===== config.mk =====
export PLATFORM = sky130hd
export DESIGN_NAME = ram_arbiter
export DESIGN_NICKNAME = d
export VERILOG_FILES = /design/src/rtl/ram_arb_pkg.sv /design/src/rtl/ram_arbiter.sv
export SDC_FILE = /design/constraint.sdc
export NUM_CORES = 1
export LEC_CHECK = 0
export CELL_PAD_IN_SITES_DETAIL_PLACEMENT = 1
export CELL_PAD_IN_SITES_GLOBAL_PLACEMENT = 1
export CORE_AREA = 2 2 528 530
export DETAILED_ROUTE_END_ITERATION = 16
export DIE_AREA = 0 0 530 532
export PLACE_DENSITY = 0.3
export REMOVE_ABC_BUFFERS = 1
export SLEW_MARGIN = 20
export SYNTH_ARGS = -nofsm -noshare
export SYNTH_HDL_FRONTEND = slang
export SYNTH_SLANG_ARGS = --single-unit

===== constraint.sdc =====
create_clock -name i_clk -period 2.1 [get_ports i_clk]
set_input_delay 0.21 -clock i_clk [delete_from_list [all_inputs] [get_ports i_clk]]
set_output_delay 0.21 -clock i_clk [all_outputs]
set_load 0.02 [all_outputs]

===== src/rtl/ram_arb_pkg.sv =====
`default_nettype none
// ============================================================================
// Module      : ram_arb_pkg
// Description : Shared definitions for the two-port RAM arbiter: the arbiter
//               state encoding and the default RAM geometry shared with the
//               RAM instance in the parent.
// Revision    : 1.0 - initial release
// ============================================================================
package ram_arb_pkg;

    // Default RAM geometry, shared by the arbiter and the RAM it fronts.
    localparam int c_RAM_VEC_WIDTH  = 264;
    localparam int c_RAM_ADDR_WIDTH = 11;

    // Arbiter states: nobody owns the RAM, or port 0 / port 1 owns it.
    typedef enum logic [1:0] {
        IDLE = 2'd0,
        OWN0 = 2'd1,
        OWN1 = 2'd2
    } arb_state_t;

endpackage : ram_arb_pkg
`default_nettype wire


===== src/rtl/ram_arbiter.sv =====
`default_nettype none
// ============================================================================
// Module      : ram_arbiter
// Description : Two-port round-robin arbiter in front of a single-port RAM
//               with one-cycle read latency. Grants are combinational from
//               the current requests and registered state; an owner may keep
//               the RAM for up to MAX_BURST consecutive grants while the other
//               port waits.
// Ports       : i_clk, i_rst_n           clock, async active-low reset
//               i_pk_req/we/addr/wdata   port k request (k = 0,1)
//               o_pk_gnt                 port k request accepted this cycle
//               o_pk_rvalid              port k read data present on o_rdata
//               o_rdata                  shared read data
//               o_ram_we/addr/wdata      RAM command from the granted port
//               i_ram_rdata              RAM read data (one cycle after read)
// Revision    : 1.0 - initial release
// ============================================================================
module ram_arbiter
    import ram_arb_pkg::*;
#(
    parameter int VEC_WIDTH  = c_RAM_VEC_WIDTH,
    parameter int ADDR_WIDTH = c_RAM_ADDR_WIDTH,
    parameter int MAX_BURST  = 4
) (
    input  logic                  i_clk,
    input  logic                  i_rst_n,

    input  logic                  i_p0_req,
    input  logic                  i_p0_we,
    input  logic [ADDR_WIDTH-1:0] i_p0_addr,
    input  logic [VEC_WIDTH-1:0]  i_p0_wdata,
    output logic                  o_p0_gnt,
    output logic                  o_p0_rvalid,

    input  logic                  i_p1_req,
    input  logic                  i_p1_we,
    input  logic [ADDR_WIDTH-1:0] i_p1_addr,
    input  logic [VEC_WIDTH-1:0]  i_p1_wdata,
    output logic                  o_p1_gnt,
    output logic                  o_p1_rvalid,

    output logic [VEC_WIDTH-1:0]  o_rdata,

    output logic                  o_ram_we,
    output logic [ADDR_WIDTH-1:0] o_ram_addr,
    output logic [VEC_WIDTH-1:0]  o_ram_wdata,
    input  logic [VEC_WIDTH-1:0]  i_ram_rdata
);

    localparam logic [3:0] c_MAX = 4'(MAX_BURST);

    arb_state_t state_q, state_d;
    logic [3:0] cnt_q, cnt_d;
    logic       last_q, last_d;
    logic       rvalid0_q, rvalid1_q;

    logic       w_pick0;
    logic       w_pick1;
    logic       w_gnt0;
    logic       w_gnt1;
    logic [3:0] w_cnt_inc;

    // Round-robin pick from the current requests and the registered state.
    always_comb begin
        w_pick0 = 1'b0;
        w_pick1 = 1'b0;
        case (state_q)
            IDLE: begin
                if (i_p0_req && i_p1_req) begin
                    // Tie from idle goes to the port that did not win last.
                    w_pick0 = last_q;
                    w_pick1 = !last_q;
                end else begin
                    w_pick0 = i_p0_req;
                    w_pick1 = i_p1_req;
                end
            end
            OWN0: begin
                if (i_p0_req && ((cnt_q < c_MAX) || !i_p1_req)) begin
                    w_pick0 = 1'b1;
                end else begin
                    w_pick1 = i_p1_req;
                end
            end
            OWN1: begin
                if (i_p1_req && ((cnt_q < c_MAX) || !i_p0_req)) begin
                    w_pick1 = 1'b1;
                end else begin
                    w_pick0 = i_p0_req;
                end
            end
            default: begin
                w_pick0 = 1'b0;
                w_pick1 = 1'b0;
            end
        endcase
    end

    // Requests are ignored entirely while reset is held, so neither a grant
    // nor a RAM write can leak out during reset.
    assign w_gnt0 = w_pick0 & i_rst_n;
    assign w_gnt1 = w_pick1 & i_rst_n;

    assign w_cnt_inc = (cnt_q < c_MAX) ? (cnt_q + 4'd1) : cnt_q;

    // Ownership follows the grant; a change of owner restarts the burst.
    always_comb begin
        state_d = IDLE;
        cnt_d   = 4'd0;
        last_d  = last_q;
        if (w_gnt0) begin
            state_d = OWN0;
            last_d  = 1'b0;
            cnt_d   = (state_q == OWN0) ? w_cnt_inc : 4'd1;
        end else if (w_gnt1) begin
            state_d = OWN1;
            last_d  = 1'b1;
            cnt_d   = (state_q == OWN1) ? w_cnt_inc : 4'd1;
        end
    end

    always_ff @(posedge i_clk or negedge i_rst_n) begin
        if (!i_rst_n) begin
            state_q   <= IDLE;
            cnt_q     <= 4'd0;
            last_q    <= 1'b1;
            rvalid0_q <= 1'b0;
            rvalid1_q <= 1'b0;
        end else begin
            state_q   <= state_d;
            cnt_q     <= cnt_d;
            last_q    <= last_d;
            rvalid0_q <= w_gnt0 & ~i_p0_we;
            rvalid1_q <= w_gnt1 & ~i_p1_we;
        end
    end

    assign o_p0_gnt    = w_gnt0;
    assign o_p1_gnt    = w_gnt1;
    assign o_p0_rvalid = rvalid0_q;
    assign o_p1_rvalid = rvalid1_q;

    // The RAM returns data one cycle after the read grant, aligned with rvalid.
    assign o_rdata = i_ram_rdata;

    assign o_ram_we    = w_gnt0 ? i_p0_we    : (w_gnt1 ? i_p1_we    : 1'b0);
    assign o_ram_addr  = w_gnt0 ? i_p0_addr  : (w_gnt1 ? i_p1_addr  : '0);
    assign o_ram_wdata = w_gnt0 ? i_p0_wdata : (w_gnt1 ? i_p1_wdata : '0);

endmodule : ram_arbiter
`default_nettype wire


==> summary by stage, run 1 <==
Pwr
The worst voltage drop across the vdd grid is 0.196 mV. The ratio of total power to cell area is 326 nW/µm². Summed over all cells, the static leakage comes to 7.40 nW.

STA
Static timing analysis puts the maximum clock frequency at 365 MHz. For the finished layout, the period the worst path requires is 2.74 ns. The worst path uses 130% of the clock period. Setup repair after global routing could not meet its margin everywhere.

Setup violations remaining at the end of the flow were counted as 280. The number of max-slew violations in the final report is 0. In this run the tightest slew margin relative to its limit is 67.8%.

The final hold violation count is 0. The largest clock skew in the final design is 0.00244 ns. Once routing completed, OpenROAD measured the worst setup slack at -0.636 ns. The slew at the pin closest to its max-slew limit is 0.482 ns.

Global routing
The first-pass GRT wire length is 305 mm. For this run the aggregate overflow at the end of global routing stands at 0. The initial antenna violation count is 174. The largest net degree at the start of global routing is 57. The via count of the first global-routing pass is 10087. The total routing usage reported by global routing is 19.2%.

Detailed routing
The remaining routing DRC violations is 0. The violation count after the first detailed-route iteration is 864. The first TritonRoute pass finished after 4 iterations. The detail route stage leaves a number of antenna-violating nets equal to 0. For this block, the via count after detailed routing is 11510. The routed wire length is 285 mm.

The mean number of vias per cell is 2.29. In the final routed layout, each cell accounts on average for 56.6 µm.

Floorplanning
The y dimension of the die is 532 µm. The effective utilization at floorplan is 1.91%. 1364 I/O pins were placed. The area of the placeable core is 276000 µm².

The horizontal extent of the die is 530 µm. In this run the core area contains 193 standard-cell rows. The area enclosed by the die boundary is 282000 µm².

Synth
The count of state elements after synthesis is 9. Sequential cells were found to cover 4.31% of the synthesized design area. The gate count after technology mapping is 651. The number of warnings printed during yosys synthesis is 0. The average footprint of a synthesized cell is 8.07 µm². The cell area that synthesis handed to floorplanning was 5260 µm². The number of different library cells in the post-synthesis netlist is 25.

Placed design
The routability congestion estimate from global placement is 1.04. The worst setup slack before clock tree synthesis is -0.919 ns. The cell count after placement is 4925.

In this run the cell area measured after placement is 18100 µm². The count of port buffers added during placement is 835. The detailed-placement wirelength estimate is 260 mm.

Critical path
The endpoint kind of the worst setup timing path is an output port. Of all nets on the critical path, the largest fanout is 21. The worst register-to-register path begins at cnt_q[2]. The worst setup path is launched from a register. The critical path class is reg2out. The data required time at the worst endpoint is 1.89 ns.

The critical path data arrival time is 2.53 ns. The count of cells along the worst register-to-register path is 12. In this run the worst setup path begins at cnt_q[3].

CTS
TritonCTS built the clock tree. The clock net sink count is 9. The master cell of the clock root buffer is clkbuf_16. The clock-pin transition on the worst setup and hold timing paths is 0.05 ns. CTS built an H-tree with a depth of 1.

The clock passes through at most 2 buffers. The number of buffers added by the clock tree synthesis step is 3. After clock tree synthesis, the flow added hold-fix buffers numbering 0. The source-to-sink clock delay at the later pin of the worst-skew pair is 0.25 ns.

Min path
Along the worst hold path, the cell count comes to 0. The worst hold path belongs to the class in2out. The worst hold path begins at i_ram_rdata[110].

Status
The flow ran to the end, but the final reports show violations. The checks that failed: negative setup slack.

Finish
After routing the design area is 21200 µm². The final layout contains 2139 nets. The most common cell after layout, fill and taps aside is clkdlybuf4s50_1.

The number of non-filler instances in the completed layout is 5033. In the layout the commonest cells are 557 x clkdlybuf4s50_1, 187 x buf_12, 142 x a22o_4. Once layout is complete, the utilization of the core stands at 7.67%. Cells with a size suffix above 1 make up 44.6% of the layout. The relative area change from synthesis to final layout is 303%.

Run
Max-cap violations in this run came to 0.
==> sequential cells by signal (all words and copies together) (netlist names) <==
name	cells
last_q	1
o_p1_rvalid	1
o_p0_rvalid	1
cnt_q	4
state_q	2
==> kinds of logic (layout without fill, tap and decap cells) <==
kind of cell / Yosys count / in the layout / synth area share [%]
adder cells (fa/ha/maj): 1 / 1 / 0.238
other: 0 / 11 / 0
AO/OA/AOI/OAI: 295 / 295 / 48.9
flip-flops: 9 / 9 / 4.31
AND/OR/NAND/NOR: 16 / 16 / 1.48
buffers and inverters: 330 / 996 / 45.1
==> cell usage after synthesis <==
library cell / count / area [µm²]
a211oi_1: 3 / 22.5
a221oi_1: 2 / 17.5
clkbuf_1: 1 / 3.75
o211a_1: 2 / 20.0
clkbuf_4: 6 / 45.0
nor2b_1: 3 / 18.8
dfstp_2: 1 / 26.3
ha_1: 1 / 12.5
o21ba_2: 1 / 10.0
o21ai_0: 3 / 15.0
dfrtp_1: 8 / 200
nor2_1: 4 / 15.0
buf_4: 277 / 2080
nor3b_1: 1 / 7.51
inv_1: 1 / 3.75
a22o_1: 277 / 2430
nor3_1: 1 / 5.00
or2_4: 1 / 8.76
nand2_1: 6 / 22.5
a221oi_2: 1 / 15.0
buf_6: 2 / 22.5
a21o_1: 3 / 22.5
buf_2: 43 / 215
a21oi_1: 2 / 10.0
o221a_2: 1 / 11.3
==> through the flow <==
step / setup TNS, ns / power [W] / hold WS [ns]
2_1_floorplan: -4642.84 / 0.00170 / -0.0856
3_3_place_gp: -193.68 / 0.00567 / 0.428
3_5_place_dp: -191.52 / 0.00565 / 0.428
4_1_cts: -163.54 / 0.00654 / 0.428
5_1_grt: -177.41 / 0.00728 / 0.421
6_report: -147.03 / 0.00689 / 0.421
==> timing repair <==
action	4_1_cts	5_1_grt
pin swaps	54	46
setup buffers	31	45
setup endpoints to repair	281	279
cloned	11	17
gates resized for setup	577	217
==> layout make-up <==
type	instances	area [µm²]
repair buffers	991	12200
diodes	11	27.5
clock buffers	3	75.1
clock inverters	1	5.00
multi-input cells	312	3940
inverters	1	3.75
fillers	32485	255000
well taps	3705	4640
flip-flops and latches	9	226
==> where the power goes <==
part | total [W] | leakage, nW | switching, W | internal (W)
Combinational | 0.00632 | 7.25 | 0.00292 | 0.00340
Sequential | 0.000204 | 0.118 | 0.0000148 | 0.000189
Clock | 0.000371 | 0.0409 | 0.000117 | 0.000254
==> final timing paths <==
check	to	slack (ns)
worst max register to register	cnt_q[0]	-0.12
min in group asynchronous	state_q[0]	0.49
worst max-delay path	o_ram_wdata[139]	-0.64
max in group asynchronous	last_q	1.42
worst min-delay path	o_rdata[110]	0.42
worst min register to register	cnt_q[1]	0.54
==> worst max-delay path, cell delays in order, from the launching register on <==
cell and delay, ns:
dfrtp_1 0.38, or2_4 0.26, a22o_4 0.24, a221oi_4 0.30, buf_12 0.16, buf_16 0.17
buf_12 0.16, buf_16 0.17, a22o_1 0.22, buf_12 0.16
==> routing by layer <==
metal  GRT usage, %  routed length, µm  part of all wire [%]
met1           15.6              82700                    29
met2           26.9             113000                    40
met3           25.0              77100                    27
met4           3.04               5990                   2.1
met5           15.8               6030                   2.1
(Power assumes the default switching activity.)
==> inputs of run 2 (changes only) <==
Clock period 2.1 ns to 2.6 ns, I/O delays scaled along.
==> run 2 against run 1 <==
The flow still finishes with violations (negative setup slack); register-to-register slack better by 0.42 ns; first-iteration DRC count up 31%; die area did not move; hold slack better by 0.10 ns; clock-buffer cell count did not move; global-route usage down 0.19 points; clock power shrank 21%; critical path depth increased by 1; setup slack improved by 0.44 ns; flip-flop and latch count did not move; critical endpoint is now o_ram_wdata[187]; largest cell class unchanged.
==> summary by stage, run 2 (same netlist as run 1, synthesis figures left out) <==
Status
The run finished, with violations left. The final reports fail on negative setup slack.

STA
The final count of negative-setup-slack endpoints is 191 (-32%). The slew at the pin closest to its max-slew limit came to 0.486 ns (+0.00444 ns). Setup repair after global routing could not meet its margin everywhere.

The final hold violation count is 0 (unchanged). The share of the cycle needed by the critical path after routing is 107%. The largest clock skew in the final design is 0.00270 ns (+0.000258 ns). For the finished layout, the period the worst path requires is 2.79 ns. The max-slew headroom at the worst pin is 67.5% (-0.30 points). The final total negative setup slack is -19.51 ns (+127.51 ns).

The post-layout worst setup margin is -0.192 ns (+0.444 ns). The number of max-slew violations in the final report was 0 (unchanged). The fmax is 358 MHz.

Detailed routing
The routed length on met1 is 86.4 mm (+4.4%). The total met2 wirelength after detailed routing is 110 mm (-2.8%). The violation count after the first detailed-route iteration is 1131 (+31%). The top routing layer in use is met5. The remaining routing DRC violations is 0 (unchanged). The met3 wire length is 74.7 mm (-3.1%). The number of antenna-violating nets in the routed design came to 0 (unchanged). The count of vias placed by the detailed router was 11635 (+1.1%). The routed wire length came to 281 mm (-1.4%). The number of detailed-route iterations in the first pass is 5 (+1).

The mean number of vias per cell is 2.33 (+2.0%). The average detailed-routed wire length per instance is 56.3 µm (-0.56%).

Finish
The largest register by flop count is cnt_q. The utilization of the core after routing is 7.49% (-0.18 points). The top cell types in the final layout, fill and taps aside, are 557 x clkdlybuf4s50_1, 182 x buf_12, 156 x a22o_4. The library cell used most frequently in the layout, excluding fill and tap cells, is clkdlybuf4s50_1.

The fraction of final layout cells sized beyond drive strength 1 came to 43.2% (-1.4 points). The number of fillers in the final layout is 32511 (+0.080%). The largest registers in the layout are cnt_q x4, state_q x2. From synthesis to final layout, the design area changed by 293%.

The number of nets at the end of the flow was 2103 (-1.7%). The flip-flop count of the largest register, all copies and words added came to 4 (unchanged).

Critical path
The category of the worst setup path launch point is a register. The worst reg-to-reg setup slack is 0.30 ns (+0.42 ns). The critical path data arrival time is 2.53 ns (about the same). STA classifies the critical path endpoint as an output port. In this run the critical register-to-register path is launched from cnt_q[3]. The most prevalent standard cell on the critical path is buf_12. The worst setup path is of the reg2out kind. The data required time at the worst endpoint was 2.34 ns (+0.45 ns). The largest individual stage delay along the critical path comes from the cell dfrtp_1. The signal on the critical path passes through or2_4 > a22o_4 > a221oi_4 > buf_6 > buf_16 > buf_12 > buf_12 > buf_16 > a22o_4 > buf_12.

The end point of the critical path is o_ram_wdata[187]. The endpoint of the worst register-to-register path is last_q. The count of cells along the worst register-to-register path is 10 (-2). Tracing the worst setup path back leads to its startpoint at cnt_q[3]. The maximum cell stage delay along the critical path came to 0.37 ns (about the same).

The highest net fanout along the worst path is 9 (-57%).

Floorplanning
The effective utilization at floorplan is 1.91% (unchanged). The y dimension of the die was 532 µm (unchanged). The area enclosed by the die boundary is 282000 µm² (unchanged). The number of ports placed on the die boundary was 1364 (unchanged). The row count is 193 (unchanged). The horizontal extent of the die is 530 µm (unchanged). The area of the placeable core is 276000 µm² (unchanged).

Global routing
The initial antenna violation count is 178 (+2.3%). The largest net degree at the start of global routing is 57 (unchanged). The first-pass GRT wire length was 301 mm (-1.0%).

The total overflow reported by the global router is 0 (unchanged). The via count of the first global-routing pass was 9937 (-1.5%). The total routing usage reported by global routing is 19.0% (-0.19 points).

Pwr
The ratio of total power to cell area is 262 nW/µm² (-20%). The static leakage was 7.19 nW (-3.0%). The post-route total power is 0.00542 W (-21%). The worst voltage drop across the vdd grid came to 0.151 mV (-23%).

CTS
The maximum number of buffers from clock root to sink was 2 (unchanged). The clock tree from TritonCTS is built. The clock-pin transition on the worst setup and hold timing paths is 0.05 ns (about the same).

The clock net sink count is 9 (unchanged). The cell sitting at the root of the clock tree is a clkbuf_16. The source-to-sink clock delay at the later pin of the worst-skew pair is 0.25 ns (about the same). The number of buffers added by the clock tree synthesis step is 3 (unchanged). The count of hold buffers inserted by post-cts repair came to 0 (unchanged).

The number of levels the H-tree was split into came to 1 (unchanged).

Run
The max-capacitance violation count is 0 (unchanged).

Placed design
The detailed-placement wirelength estimate is 260 mm (about the same). The routability congestion estimate from global placement is 1.03 (-0.38%). The worst setup slack before clock tree synthesis came to -0.437 ns (+0.482 ns). The count of port buffers added during placement is 835 (unchanged).

Min path
In this run the worst hold path is classified as in2out.
## run 2: cell types whose count changed in the layout (fill, tap and decap cells not counted), sizes merged
cell           before  now
diode              11    4
dlygate4sd2         0   11
bufbuf              1    0
buf               420  356
clkbuf             16   14
clkdlybuf4s15       0   20
## run 2: cell type report
class | count | area (µm²) | share of cell area (%)
sequential | 9 | 226 | 1.10
antenna | 4 | 10.0 | 0.0485
clock inverter | 1 | 5.00 | 0.0242
multi-input combinational | 312 | 4060 | 19.6
inverter | 1 | 3.75 | 0.0182
timing repair buffer | 955 | 11600 | 56.4
tap | 3705 | 4640 | 22.4
clock buffer | 3 | 75.1 | 0.363
## run 2: worst max-delay path: cells and delay by family, from the launching register on
family,cells,cell delay (ns)
AOI/OAI and AO/OA,3,0.72
buffers and inverters,6,0.86
DFF,1,0.37
and+or+nand+nor,1,0.28
## run 2: what timing repair did
| item | in CTS | in global routing |
|---|---|---|
| setup endpoints to repair | 277 | 275 |
| setup buffers | 16 | 21 |
| pin swaps | 33 | 30 |
| resized for setup | 453 | 154 |
| cloned | 13 | 12 |
## run 2: per-stage QoR
stage	hold WS (ns)	cell area, µm²	instances
floorplan	-0.0356	2890	322
global placement	0.525	18100	4925
detailed placement	0.528	18100	4925
CTS	0.528	19700	4956
global route	0.521	20700	4989
finish	0.521	20700	4990
## run 2: power breakdown
group	internal, W	leakage [nW]	switching (W)
logic	0.00263	7.03	0.00233
clock network	0.000205	0.0409	0.0000881
registers	0.000153	0.118	0.0000112
total	0.00298	7.19	0.00243
## run 2: worst min path at each step
stage                           startpoint      endpoint  slack, ns  depth (start not counted)
after floorplan                    i_rst_n      cnt_q[0]      -0.04                          0
after global placement            cnt_q[1]      cnt_q[1]       0.52                          2
after detailed placement   i_ram_rdata[42]   o_rdata[42]       0.53                          0
after CTS                  i_ram_rdata[42]   o_rdata[42]       0.53                          0
after global routing      i_ram_rdata[197]  o_rdata[197]       0.52                          0
final                     i_ram_rdata[197]  o_rdata[197]       0.52                          0
## run 2: routing by layer
metal | track usage, % | vias to the layer above
met1 | 16.8 | 5246
met4 | 1.70 | 44
met3 | 23.9 | 420
li1 | - | 3503
met2 | 26.7 | 2422
met5 | 11.2 | -
